`src/rtl/extbus_pkg.sv`:
```
// Shared types for the external bus master: sequencer states, queued request word, bus width.
// Latency/backpressure are properties of the modules that import this package.
package extbus_pkg;

    localparam int EXTBUS_W  = 72;
    localparam int EXTBUS_AW = 2;

    typedef enum logic [2:0] {
        IDLE    = 3'd0,
        WR      = 3'd1,
        RD_ADDR = 3'd2,
        RD_CAP  = 3'd3,
        RSP     = 3'd4
    } extbus_state_t;

    typedef struct packed {
        logic                 write;
        logic [EXTBUS_AW-1:0] addr;
        logic [EXTBUS_W-1:0]  data;
    } extbus_req_t;

    function automatic logic drives_bus(input extbus_state_t s);
        return (s == WR) || (s == RD_ADDR);
    endfunction

endpackage

```
`src/rtl/extbus_fifo.sv`:
```
// Circular request FIFO, power-of-two DEPTH; head visible combinationally, push lands next cycle.
// Backpressure: push ignored at full, pop ignored at empty; owner gates with o_count.
module extbus_fifo #(
    parameter int  DEPTH = 2,
    parameter type T     = logic
) (
    input  logic                     clk,
    input  logic                     reset,
    input  logic                     i_push,
    input  T                         i_din,
    input  logic                     i_pop,
    output T                         o_dout,
    output logic                     o_empty,
    output logic [$clog2(DEPTH):0]   o_count
);

    localparam int PW = $clog2(DEPTH);
    localparam logic [PW:0] FULL_CNT = (PW+1)'(DEPTH);

    T               r_mem [DEPTH];
    logic [PW-1:0]  r_wr_ptr;
    logic [PW-1:0]  r_rd_ptr;
    logic [PW:0]    r_count;
    logic           w_push;
    logic           w_pop;

    assign w_push = i_push && (r_count != FULL_CNT);
    assign w_pop  = i_pop  && (r_count != '0);

    always_ff @(posedge clk) begin
        if (w_push) begin
            r_mem[r_wr_ptr] <= i_din;
        end
    end

    // Pointers wrap for free because DEPTH is a power of two.
    always_ff @(posedge clk) begin
        if (reset) begin
            r_wr_ptr <= '0;
            r_rd_ptr <= '0;
            r_count  <= '0;
        end else begin
            if (w_push) begin
                r_wr_ptr <= r_wr_ptr + PW'(1);
            end
            if (w_pop) begin
                r_rd_ptr <= r_rd_ptr + PW'(1);
            end
            case ({w_push, w_pop})
                2'b10:   r_count <= r_count + (PW+1)'(1);
                2'b01:   r_count <= r_count - (PW+1)'(1);
                default: r_count <= r_count;
            endcase
        end
    end

    assign o_dout  = r_mem[r_rd_ptr];
    assign o_empty = (r_count == '0);
    assign o_count = r_count;

endmodule

```
`src/rtl/extbus_master.sv`:
```
// CPU-to-external-bus master: write bus_en 2 cycles after accept; read rsp_valid 2 cycles after its bus_en.
// Backpressure: req_ready low while the FIFO is full; a held response (RSP) blocks further pops.
module extbus_master
    import extbus_pkg::*;
#(
    parameter int DEPTH = 2
) (
    input  logic                 clk,
    input  logic                 reset,
    input  logic                 req_valid,
    output logic                 req_ready,
    input  logic                 req_write,
    input  logic [1:0]           req_addr,
    input  logic [EXTBUS_W-1:0]  req_wdata,
    output logic                 rsp_valid,
    input  logic                 rsp_ready,
    output logic [EXTBUS_W-1:0]  rsp_data,
    output logic [1:0]           bus_addr,
    output logic                 bus_en,
    output logic                 bus_we,
    output logic [EXTBUS_W-1:0]  bus_dout,
    input  logic [EXTBUS_W-1:0]  bus_din,
    output logic                 busy
);

    localparam int CW = $clog2(DEPTH) + 1;

    extbus_state_t          r_state;
    extbus_state_t          w_next_state;
    extbus_req_t            w_push_req;
    extbus_req_t            w_head;
    logic                   w_push;
    logic                   w_pop;
    logic                   w_empty;
    logic [CW-1:0]          w_count;
    logic [1:0]             r_bus_addr;
    logic [EXTBUS_W-1:0]    r_bus_dout;
    logic [EXTBUS_W-1:0]    r_rsp_data;

    assign req_ready  = (w_count != CW'(DEPTH));
    assign w_push     = req_valid && req_ready;
    assign w_push_req = '{write: req_write, addr: req_addr, data: req_wdata};

    extbus_fifo #(
        .DEPTH (DEPTH),
        .T     (extbus_req_t)
    ) u_fifo (
        .clk     (clk),
        .reset   (reset),
        .i_push  (w_push),
        .i_din   (w_push_req),
        .i_pop   (w_pop),
        .o_dout  (w_head),
        .o_empty (w_empty),
        .o_count (w_count)
    );

    always_ff @(posedge clk) begin
        if (reset) begin
            r_state <= IDLE;
        end else begin
            r_state <= w_next_state;
        end
    end

    // Pops happen only from IDLE, so a pending response keeps later requests queued in order.
    always_comb begin
        w_next_state = r_state;
        w_pop        = 1'b0;
        bus_en       = 1'b0;
        bus_we       = 1'b0;
        case (r_state)
            IDLE: begin
                if (!w_empty) begin
                    w_pop        = 1'b1;
                    w_next_state = w_head.write ? WR : RD_ADDR;
                end
            end
            WR: begin
                bus_en       = 1'b1;
                bus_we       = 1'b1;
                w_next_state = IDLE;
            end
            RD_ADDR: begin
                bus_en       = 1'b1;
                w_next_state = RD_CAP;
            end
            RD_CAP: begin
                w_next_state = RSP;
            end
            RSP: begin
                if (rsp_ready) begin
                    w_next_state = IDLE;
                end
            end
            default: begin
                w_next_state = IDLE;
            end
        endcase
    end

    // bus_din is the port's registered output, valid during RD_CAP.
    always_ff @(posedge clk) begin
        if (reset) begin
            r_bus_addr <= '0;
            r_bus_dout <= '0;
            r_rsp_data <= '0;
        end else begin
            if (w_pop) begin
                r_bus_addr <= w_head.addr;
                r_bus_dout <= w_head.data;
            end
            if (r_state == RD_CAP) begin
                r_rsp_data <= bus_din;
            end
        end
    end

    assign bus_addr  = r_bus_addr;
    assign bus_dout  = r_bus_dout;
    assign rsp_data  = r_rsp_data;
    assign rsp_valid = (r_state == RSP);
    assign busy      = !w_empty || (r_state != IDLE);

    assert property (@(posedge clk) disable iff (reset)
        bus_en |-> drives_bus(r_state));

    assert property (@(posedge clk) disable iff (reset)
        (rsp_valid && !rsp_ready) |=> (rsp_valid && $stable(rsp_data)));

endmodule

```
`config.mk`:
```
export PLATFORM = sky130hd
export DESIGN_NAME = extbus_master
export DESIGN_NICKNAME = d
export VERILOG_FILES = /design/src/rtl/extbus_pkg.sv /design/src/rtl/extbus_fifo.sv /design/src/rtl/extbus_master.sv
export SDC_FILE = /design/constraint.sdc
export NUM_CORES = 1
export LEC_CHECK = 0
export CAP_MARGIN = 20
export CORE_MARGIN = 2
export CORE_UTILIZATION = 50
export DETAILED_ROUTE_END_ITERATION = 6
export PLACE_DENSITY_LB_ADDON = 0.1
export SLEW_MARGIN = 40
export SYNTH_ARGS = -nofsm -noshare
export SYNTH_HDL_FRONTEND = slang
export SYNTH_HIERARCHICAL = 1
export SYNTH_SLANG_ARGS = --single-unit
```
`constraint.sdc`:
```
create_clock -name clk -period 7 [get_ports clk]
set_input_delay 1.75 -clock clk [delete_from_list [all_inputs] [get_ports clk]]
set_output_delay 1.75 -clock clk [all_outputs]
set_load 0.05 [all_outputs]
```
# Yosys cells after proc, flatten, opt, wreduce, memory -nomap -nowiden
# Memories as Yosys holds them, arrays and structs flattened. A register that Yosys moved wholly into a read port is not among the register bits.
# Index checks and enable logic that the tools add are counted.
[word_totals]
register_bits = 153
ramBits = 150
output_inout_bits = 151
elab_cells = 46
n_memories = 1
[memory_table]
columns = ["memory", "depth", "width", "rd", "rd_ports_with_merged_regs", "write_ports", "line_no", "rtl"]
rows = [
  ["u_fifo.r_mem", 2, 75, 1, 1, 1, "extbus_fifo.sv:20", "T r_mem [DEPTH];"],
]
[classes]
addsub = 4
n_eq_ne = 9
n_mux = 13
reduce_logical = 12
[ops]
columns = ["cell", "n"]
rows = [
  ["$pmux 3 s4", 1],
  ["$mux 1", 8],
  ["$eq 3x2->1 const B", 2],
  ["$mux 3", 2],
  ["$ne 2x2->1 const B", 2],
  ["$pmux 2 s2", 1],
  ["$reduce_bool 2->1", 2],
  ["$eq 3x1->1 const B", 1],
  ["$eq 3x3->1 const B", 1],
  ["$logic_and 1x1->1", 3],
  ["$logic_not 3->1", 1],
  ["$reduce_bool 3->1", 1],
  ["$add 1x1->1 const B", 2],
  ["$add 2x1->2 const B", 1],
  ["$eq 2x1->1 const B", 1],
  ["$eq 2x2->1 const B", 1],
  ["$logic_not 2->1", 1],
  ["$mux 2", 1],
  ["$ne 2x1->1 const B", 1],
  ["$reduce_and 2->1", 1],
  ["$reduce_or 2->1", 1],
  ["$sub 2x1->2 const B", 1],
  ["$logic_not 1->1", 1],
  ["$logic_or 1x1->1", 1],
]

# Depth between registers and ports, before layout
# Gate-level depths: netlist of run 1.
[depth]
ltp_word = 6
ltp_mapped = 8

# By module
# Netlist of run 1, hierarchy kept.
[modules_own_cells]
columns = ["module", "instances", "cells_each", "area_per_inst_um2"]
rows = [
  ["extbus_master", 1, 656, 6713.9],
  ["extbus_fifo", 1, 258, 5617.9],
]

# Least setup slack after synthesis of run 1
# No wires, ideal clock.
[synth_path]
path_type = "input port to flip-flop"
startpoint = "in req_valid"
endpoint = "mem u_fifo/r_mem[1][0] (netlist bit) (enable)"
setup_ns = 0.508
arrival_time_ns = 5.099
t_required_ns = 6.492
path_slack_ns = 1.393
stages = 3
n_path_buf = 0
path_cell_list = "and2_1 -> nand2_1 -> nor2_1"
[synth_between]
elab_chain_len = 4
[synth_lines]
columns = ["element", "line_no", "rtl"]
rows = [
  ["from (decl)", "extbus_master.sv:10", "input logic req_valid,"],
  ["$logic_and 1x1->1", "extbus_master.sv:41", "assign w_push = req_valid && req_ready;"],
  ["$logic_and 1x1->1", "extbus_fifo.sv:27", "assign w_push = i_push && (r_count != FULL_CNT);"],
  ["$mux 1", "extbus_fifo.sv:31", "if (w_push) begin"],
  ["$mux 1 (implied by the code)", "extbus_fifo.sv:32", "r_mem[r_wr_ptr] <= i_din;"],
  ["to (decl)", "extbus_fifo.sv:20", ""],
]
# Every way passes these cells.

# Final worst setup path of run 1
[layout_path]
startpoint = "reg r_state[2]"
endpoint = "out rsp_valid"
[layout_between]
elab_chain_len = 1
[layout_lines]
columns = ["element", "line_no", "rtl"]
rows = [
  ["from (decl)", "extbus_master.sv:28", "extbus_state_t r_state;"],
  ["from (signal assigned)", "extbus_master.sv:62", "r_state <= w_next_state;"],
  ["$eq 3x3->1", "extbus_master.sv:122", "assign rsp_valid = (r_state == RSP);"],
  ["to (decl)", "extbus_master.sv:15", "output logic rsp_valid,"],
]
# Every way passes these cells.

==> results of run 1 <==
[cells by family after synthesis]
| kind of cell | synth area share, % |
|---|---|
| simple gates | 15.86 |
| flops | 61.53 |
| fa+ha+maj | 0.1014 |
| xor+xnor | 0.2841 |
| compound gates | 0.4363 |
| buf+inv | 3.095 |
| mux | 18.70 |
[critical path, stage by stage (launching register included)]
cell and delay (ns):
dfxtp_1 0.47, nor3b_1 0.28, clkdlybuf4s50_1 0.89
[routing by layer]
layer	vias up	share of wire [%]	GRT usage (%)	wire (microns)
met5	-	0.050	0	13
met4	2	1.6	4.789	418
met3	32	7.0	5.136	1833
met2	229	48	33.53	12600
met1	3595	43	25.96	11390
li1	3705	-	-	-
[synth_stat cells, types with 2 or more instances]
master    number  share of area [%]
a21oi_1        2              0.081
buf_12         5               0.81
buf_2          6               0.24
buf_4         14               0.85
clkbuf_1      33                1.0
dfxtp_1      154                 25
edfxtp_1     150                 37
inv_1          3              0.091
mux2_2        75                6.8
mux2i_1      146                 12
nand2_1        2              0.061
nand2b_1     294                 15
nor2_1         8               0.24
nor3_1         2              0.081
nor3b_1        2               0.12
o21a_1         3               0.18
xnor2_1        3               0.21
[sequential cells by signal (all words and copies together), names as in the netlist, named ones only]
register	count
bus_addr	2
bus_dout	72
r_state	3
rsp_data	72
u_fifo/o_count	2
u_fifo/r_mem	150
u_fifo/r_rd_ptr	1
u_fifo/r_wr_ptr	1
[placed cells by master (no fill, tap or decap), types with 2 or more instances in the layout]
cell,instances
clkbuf_1,13
nor3b_1,2
buf_6,3
clkinv_2,4
edfxtp_1,150
clkdlybuf4s50_1,300
a21oi_1,2
clkbuf_8,5
clkbuf_16,35
mux2_2,75
mux2i_1,146
nor3_1,2
clkinv_1,2
xnor2_1,3
o21a_1,3
nand2_1,2
inv_1,2
nor2_1,7
buf_4,6
dfxtp_1,153
buf_12,2
nand2b_1,294
[worst paths after layout]
kind,start,endpoint,slack [ns],cells past startpoint
worst max-delay path,r_state[2]$_SDFFE_PP0P_,rsp_valid,3.12,2
worst min-delay path,rsp_data[64]$_SDFFE_PP0N_,rsp_data[64]$_SDFFE_PP0N_,0.47,2
worst max register to register,u_fifo/o_count[0]$_SDFFE_PP0P_,u_fifo/r_mem[0][54]$_DFFE_PP_,4.63,5
worst min register to register,rsp_data[64]$_SDFFE_PP0N_,rsp_data[64]$_SDFFE_PP0N_,0.47,2
[where the power goes]
group          leakage [nW]  internal [mW]  switching [mW]
Clock                 0.516           1.01           0.660
Sequential             2.65           2.28           0.177
Combinational          2.50          0.888            1.37
Total                  5.67           4.18            2.20
[final cells by class]
class,instances,area [sq um]
multi-input combinational,548,4374
clock buffer,53,993.5
tap,324,405.4
antenna,1,2.502
inverter,3,12.51
fill,1800,7686
sequential,304,7591
clock inverter,7,61.31
timing repair buffer,311,3122
==> results.toml, run 1 <==
[outcome]
status = "completed"

[pwr]
p_leak_nw = 5.671
totalPowerFinal_mw = 6.381
ir_drop_uv = 338.9
p_per_area_mw_per_mm2 = 385.2

[timing]
post-route-period-util_pct = 55.41
tightest_slew_ns = 0.7417
maxSlewHeadroom_pct = 50.55
fmax_mhz = 257.8
finalSetupTns_ns = 0
hold_ws_ns = 0.4689
slew_viol_final = 0
post-route-min-period_ns = 3.879
finalHoldViolCount = 0
fin_skew_ns = 0.01806
rsz0062_at_grt = "no"
setup_ws_ns = 3.121
setup_viol = 0

[worst_setup_path]
start_kind = "register"
crit_required_ns = 5.25
cp-end-kind = "output port"
worstPathArrival_ns = 2.13
crit_fanout = 7
criticalPathCategory = "reg2out"

[synthesis]
syn_inst = 914
syn_area_sq_mm = 0.01233
synth_seq_cells = 304
syn_nets = 1066
synth.distinct_cells = 29
synth_ff_type = "dfxtp_1"
synth_edf_count = 150
yosysWarnings = 6
synth_async_sr_flop_share_pct = 0
syn-mean-instance-area_sq_um = 13.49
synth-seq-area-share_pct = 61.53

[clock_tree]
clkLatencyLatePin_ns = 0.50
h-tree-depth = 2
post_cts_buffers = 0
cts_hold_buf = 0
cts_max_path_buffers = 3
cts_tree = "done"
clock_sinks = 304
clockRootBuffer = "clkbuf_16"
cts_made_buffers = 34
cts_resized = 0
cts.clk_slew.worst_paths_ns = 0.06

[placement]
pre_cts_ws_ns = 2.992
io_buffers = 301
place_congestion = 0.7404
dp.cells = 1490
placed_cell_area_sq_mm = 0.01550
dp_hpwl_mm = 16.99

[drt]
wl_per_cell_microns = 16.93
viasPerCell = 4.876
vias = 7563
drc = 0
totalWireLength_mm = 26.26
firstDrtPassIters = 4
ant_nets = 0
drt_iter0_drc = 414

[finish]
fin_cells = 1551
finish.utilization_pct = 68.30
final_area_sq_mm = 0.01656
nets = 1354
area_delta_synth_final_pct = 34.30
drive_gt1_share_pct = 11.09

[min_path]
hp-class = "reg2reg"

[global_routing]
grt.total_usage_pct = 19.92
grt_pass1_wl_mm = 41.33
antenna_found_initial = 1
grt_max_degree = 110
grt_overflow = 0
grt_pass1_vias = 7702

[floorplanning]
dieArea_sq_mm = 0.02594
coreArea_sq_mm = 0.02425
rows = 57
initial_core_util_pct = 50.86
die_h_microns = 161.0
fp.dieW_microns = 161.0
io_pins = 302

[job]
cap_violations = 0
Power figures use the tool's default switching activity.
==> run 2, diff against run 1 <==
--- a/config.mk
+++ b/config.mk
@@ -7,7 +7,7 @@
 export LEC_CHECK = 0
 export CAP_MARGIN = 20
 export CORE_MARGIN = 2
-export CORE_UTILIZATION = 50
+export CORE_UTILIZATION = 45
 export DETAILED_ROUTE_END_ITERATION = 6
 export PLACE_DENSITY_LB_ADDON = 0.1
 export SLEW_MARGIN = 40
==> constraint.sdc (replaced) <==
create_clock -name clk -period 3.39 [get_ports clk]
set_input_delay 0.8475 -clock clk [delete_from_list [all_inputs] [get_ports clk]]
set_output_delay 0.8475 -clock clk [all_outputs]
set_load 0.05 [all_outputs]
==> results.toml, run 2 (synthesis gave the netlist of run 1 again) <==
[timing]
slew_viol_final = 0
tightest_slew_ns = 0.7678
rsz0062_at_grt = "no"
hold_ws_ns = 0.4681
post-route-min-period_ns = 2.926
post-route-period-util_pct = 86.31
maxSlewHeadroom_pct = 48.81
finalSetupTns_ns = 0
fin_skew_ns = 0.01294
finalHoldViolCount = 0
fmax_mhz = 341.8
setup_viol = 0

[floorplanning]
io_pins = 302
dieArea_sq_mm = 0.02874
coreArea_sq_mm = 0.02695
initial_core_util_pct = 45.76
fp.dieW_microns = 169.5
die_h_microns = 169.5
rows = 60

[pwr]
p_switching_mw = 4.598
sequentialPowerShare_pct = 38.3
totalPowerFinal_mw = 13.38
p_leak_nw = 5.745
pwr-share-comb_pct = 34.6
p_per_area_mw_per_mm2 = 797.3
power.share.clock_pct = 27.0
intPower_mw = 8.784
ir_drop_uv = 486.2
netSwitchingFraction_pct = 34.36

[placement]
dp_hpwl_mm = 17.55
placed_cell_area_sq_mm = 0.01566
io_buffers = 301
place_congestion = 0.7745

[drt]
firstDrtPassIters = 4
wl_per_cell_microns = 16.81
drt_iter0_drc = 288
totalWireLength_mm = 26.49
viasPerCell = 4.803
drc = 0
ant_nets = 0
vias = 7569

[clock_tree]
cts.clk_slew.worst_paths_ns = 0.06
cts_max_path_buffers = 3
clock_sinks = 304
cts_resized = 0
h-tree-depth = 2
cts_hold_buf = 0
cts_tree = "done"
clockRootBuffer = "clkbuf_16"
post_cts_buffers = 0
clkLatencyLatePin_ns = 0.50
cts_made_buffers = 34

[worst_setup_path]
criticalPathCategory = "reg2out"
cp-end-kind = "output port"
reg2reg_depth = 4
worstPathArrival_ns = 2.08
crit_required_ns = 2.54
r2r_slack_ns = 1.50
setup.worst_path.end = "rsp_valid"
reg2reg_to = "bus_addr[0]$_SDFFE_PP0P_"
setup.worst_path.start = "r_state[2]$_SDFFE_PP0P_"
start_kind = "register"
crit_fanout = 7

[global_routing]
grt_max_degree = 96
grt.total_usage_pct = 18.05
grt_pass1_vias = 7602
antenna_found_initial = 4
grt_overflow = 0
grt_pass1_wl_mm = 40.81

[job]
cap_violations = 0

[finish]
nets = 1360
largest_reg_flops = 150
final_area_sq_mm = 0.01678
layout_commonest_cell = "clkdlybuf4s50_1"
area_delta_synth_final_pct = 36.11
fillers = 2103
regMostFlops = "u_fifo/r_mem"
final_cell_mix = "300 x clkdlybuf4s50_1, 294 x nand2b_1, 153 x dfxtp_1, 150 x edfxtp_1, 146 x mux2i_1"
drive_gt1_share_pct = 12.08
finish.utilization_pct = 62.28

[outcome]
status = "completed"

[min_path]
hp-class = "reg2reg"
[run 2: cell count changes in the layout (fill, tap and decap cells not counted), sizes merged]
cell      change
buf           +6
clkbuf        -7
diode         +1
clkinvlp      +5
clkinv        +1
bufinv        +2
[run 2: cell type report]
type	count	area, sq um	area share, %
timing repair buffer	317	3259	19.42
multi-input combinational	548	4374	26.06
inverter	3	12.51	0.07454
clock inverter	15	168.9	1.006
antenna	2	5.005	0.02982
tap	341	426.7	2.542
sequential	304	7591	45.23
clock buffer	46	947.2	5.643
[run 2: worst min-delay path by stage]
| stage | startpoint | end | slack, ns | cells past startpoint |
|---|---|---|---|---|
| global placement | bus_dout[4]$_SDFFE_PP0P_ | bus_dout[4]$_SDFFE_PP0P_ | 0.46 | 2 |
| CTS | rsp_data[23]$_SDFFE_PP0N_ | rsp_data[23]$_SDFFE_PP0N_ | 0.47 | 2 |
| global route | rsp_data[10]$_SDFFE_PP0N_ | rsp_data[10]$_SDFFE_PP0N_ | 0.48 | 2 |
| finish | rsp_data[23]$_SDFFE_PP0N_ | rsp_data[23]$_SDFFE_PP0N_ | 0.47 | 2 |
| detailed placement | bus_dout[44]$_SDFFE_PP0P_ | bus_dout[44]$_SDFFE_PP0P_ | 0.46 | 2 |
| floorplan | u_fifo/r_rd_ptr$_SDFFE_PP0P_ | register | 0.48 | 2 |
[run 2: power by group through the flow]
stage                     combinational (mW)  sequential (mW)  clock, mW
final                                   4.63             5.13       3.62
after CTS                               4.70             5.15       3.72
after global placement                  4.65             5.20          0
after floorplan                         2.10             6.41          0
after global routing                    4.89             5.22       3.88
after detailed placement                4.68             5.21          0
[run 2: metal layers]
metal  part of all wire, %  vias to the layer above  track usage [%]
li1                      -                     3709                -
met1                    43                     3576            22.86
met2                    47                      234            29.81
met3                   7.6                       46            5.154
met4                   2.2                        4            6.057
met5                  0.12                        -                0
[run 2: worst max-delay path, cell delays in order (launching register included)]
cell and delay, ns:
dfxtp_1 0.46, nor3b_1 0.28, clkdlybuf4s50_1 0.85
[run 2: metrics by stage]
stage	worst slack [ns]	instances
2_1_floorplan	0.3015	914
3_3_place_gp	0.7584	1513
3_5_place_dp	0.7530	1513
4_1_cts	0.4415	1574
5_1_grt	0.3311	1576
6_report	0.4642	1576
==> run 3, diff against run 2 <==
--- a/config.mk
+++ b/config.mk
@@ -7,9 +7,10 @@
 export LEC_CHECK = 0
 export CAP_MARGIN = 20
 export CORE_MARGIN = 2
-export CORE_UTILIZATION = 45
+export CORE_UTILIZATION = 53
 export DETAILED_ROUTE_END_ITERATION = 6
 export PLACE_DENSITY_LB_ADDON = 0.1
+export SKIP_LAST_GASP = 1
 export SLEW_MARGIN = 40
 export SYNTH_ARGS = -nofsm -noshare
 export SYNTH_HDL_FRONTEND = slang
==> constraint.sdc (replaced) <==
create_clock -name clk -period 3.4 [get_ports clk]
set_input_delay 0.85 -clock clk [delete_from_list [all_inputs] [get_ports clk]]
set_output_delay 0.85 -clock clk [all_outputs]
set_load 0.05 [all_outputs]
==> results.toml, run 3 (synthesis gave the netlist of run 1 again) <==
[outcome]
status = "completed"

[clock_tree]
clock_sinks = 304
post_cts_buffers = 0
clockRootBuffer = "clkbuf_16"
cts_resized = 0
cts.clk_slew.worst_paths_ns = 0.06
clkLatencyLatePin_ns = 0.54
cts_max_path_buffers = 3
cts_tree = "done"
h-tree-depth = 1
cts_hold_buf = 0
cts_made_buffers = 31

[timing]
finalHoldViolCount = 0
finalSetupTns_ns = 0
setup_viol = 0
maxSlewHeadroom_pct = 52.66
slew_viol_final = 0
post-route-period-util_pct = 88.98
fmax_mhz = 330.5
post-route-min-period_ns = 3.025
fin_skew_ns = 0.01362
setup_ws_ns = 0.3747
rsz0062_at_grt = "no"
tightest_slew_ns = 0.7102

[min_path]
min_path_cells = 2
hold_path_end = "rsp_data[10]$_SDFFE_PP0N_"
hp-start = "rsp_data[10]$_SDFFE_PP0N_"
hp-class = "reg2reg"

[drt]
drc = 0
totalWireLength_mm = 26.09
viasPerCell = 4.991
firstDrtPassIters = 4
ant_nets = 0
drt_iter0_drc = 355
vias = 7526
wl_per_cell_microns = 17.30

[pwr]
totalPowerFinal_mw = 12.99
ir_drop_uv = 661.2
p_per_area_mw_per_mm2 = 786.5
p_leak_nw = 5.676

[worst_setup_path]
crit_required_ns = 2.55
reg2reg_to = "rsp_data[25]$_SDFFE_PP0N_"
r2r-start = "r_state[1]$_SDFFE_PP0P_"
r2r_slack_ns = 1.45
criticalPathCategory = "reg2out"
crit_fanout = 7
cp-end-kind = "output port"
worstPathArrival_ns = 2.18
start_kind = "register"
reg2reg_depth = 3

[finish]
nets = 1352
area_delta_synth_final_pct = 33.97
finish.utilization_pct = 72.75
diodes = 0
largest_reg_flops = 150
final_cell_mix = "300 x clkdlybuf4s50_1, 294 x nand2b_1, 153 x dfxtp_1, 150 x edfxtp_1, 146 x mux2i_1"
regMostFlops = "u_fifo/r_mem"
layout_commonest_cell = "clkdlybuf4s50_1"
fin_cells = 1508
drive_gt1_share_pct = 11.37

[placement]
dp.cells = 1452
dp_hpwl_mm = 16.78
io_buffers = 301
pre_cts_ws_ns = 0.9064
place_congestion = 0.7462

[floorplanning]
dieArea_sq_mm = 0.02450
fp.dieW_microns = 156.5
io_pins = 302
rows = 55
die_h_microns = 156.5
coreArea_sq_mm = 0.02271
initial_core_util_pct = 54.30

[job]
cap_violations = 0

[global_routing]
grt_pass1_vias = 7627
grt.total_usage_pct = 20.51
grt_overflow = 0
grt_pass1_wl_mm = 39.90
antenna_found_initial = 1
grt_max_degree = 140
-- run 3: changes by cell type in the layout (fill, tap and decap cells not counted), moves of 2 or more --
cell / change
buf_4: -2
clkbuf_8: +3
diode_2: -2
clkinv_2: +2
buf_12: -3
clkbuf_1: -3
clkinvlp_4: -4
bufinv_16: -2
clkinv_1: +3
clkbuf_16: -2
-- run 3: worst max-delay path by stage --
stage | from | end | cells after the start
6_report | r_state[2]$_SDFFE_PP0P_ | rsp_valid | 2
4_1_cts | r_state[2]$_SDFFE_PP0P_ | rsp_valid | 2
5_1_grt | r_state[2]$_SDFFE_PP0P_ | rsp_valid | 2
3_5_place_dp | req_valid | u_fifo/o_count[1]$_SDFFE_PP0P_ | 6
3_3_place_gp | r_state[2]$_SDFFE_PP0P_ | rsp_valid | 2
2_1_floorplan | u_fifo/o_count[0]$_SDFFE_PP0P_ | u_fifo/r_mem[0][0]$_DFFE_PP_ | 4
-- run 3: power by group --
part	switching, mW	total, mW	internal [mW]
Sequential	0.434	5.12	4.69
Combinational	2.75	4.59	1.84
Clock	1.35	3.28	1.94
-- run 3: layout make-up --
class | count | area, sq um
clock buffer | 43 | 913.4
clock inverter | 13 | 87.58
fill | 1579 | 6188
inverter | 3 | 11.26
multi-input combinational | 548 | 4374
sequential | 304 | 7591
tap | 285 | 356.6
timing repair buffer | 312 | 3187
-- run 3: per-stage QoR --
step | cell area, sq um | hold slack (ns)
final | 16520 | 0.4705
after detailed placement | 15520 | 0.4599
after global placement | 15520 | 0.4575
after floorplan | 12340 | 0.4809
after global routing | 16520 | 0.4866
after CTS | 16520 | 0.4734
-- run 3: routing by layer --
metal  part of all wire (%)  up-vias  global-route usage (%)
li1                       -     3704                       -
met5                  0.065        -                       0
met4                    1.7        2                   5.242
met3                    7.6       35                   5.096
met1                     43     3551                   25.90
met2                     48      234                   35.41
-- run 3: critical path, stage by stage (launching register included) --
cell and delay (ns):
dfxtp_1 0.45, nor3b_1 0.29, clkdlybuf4s50_1 0.90
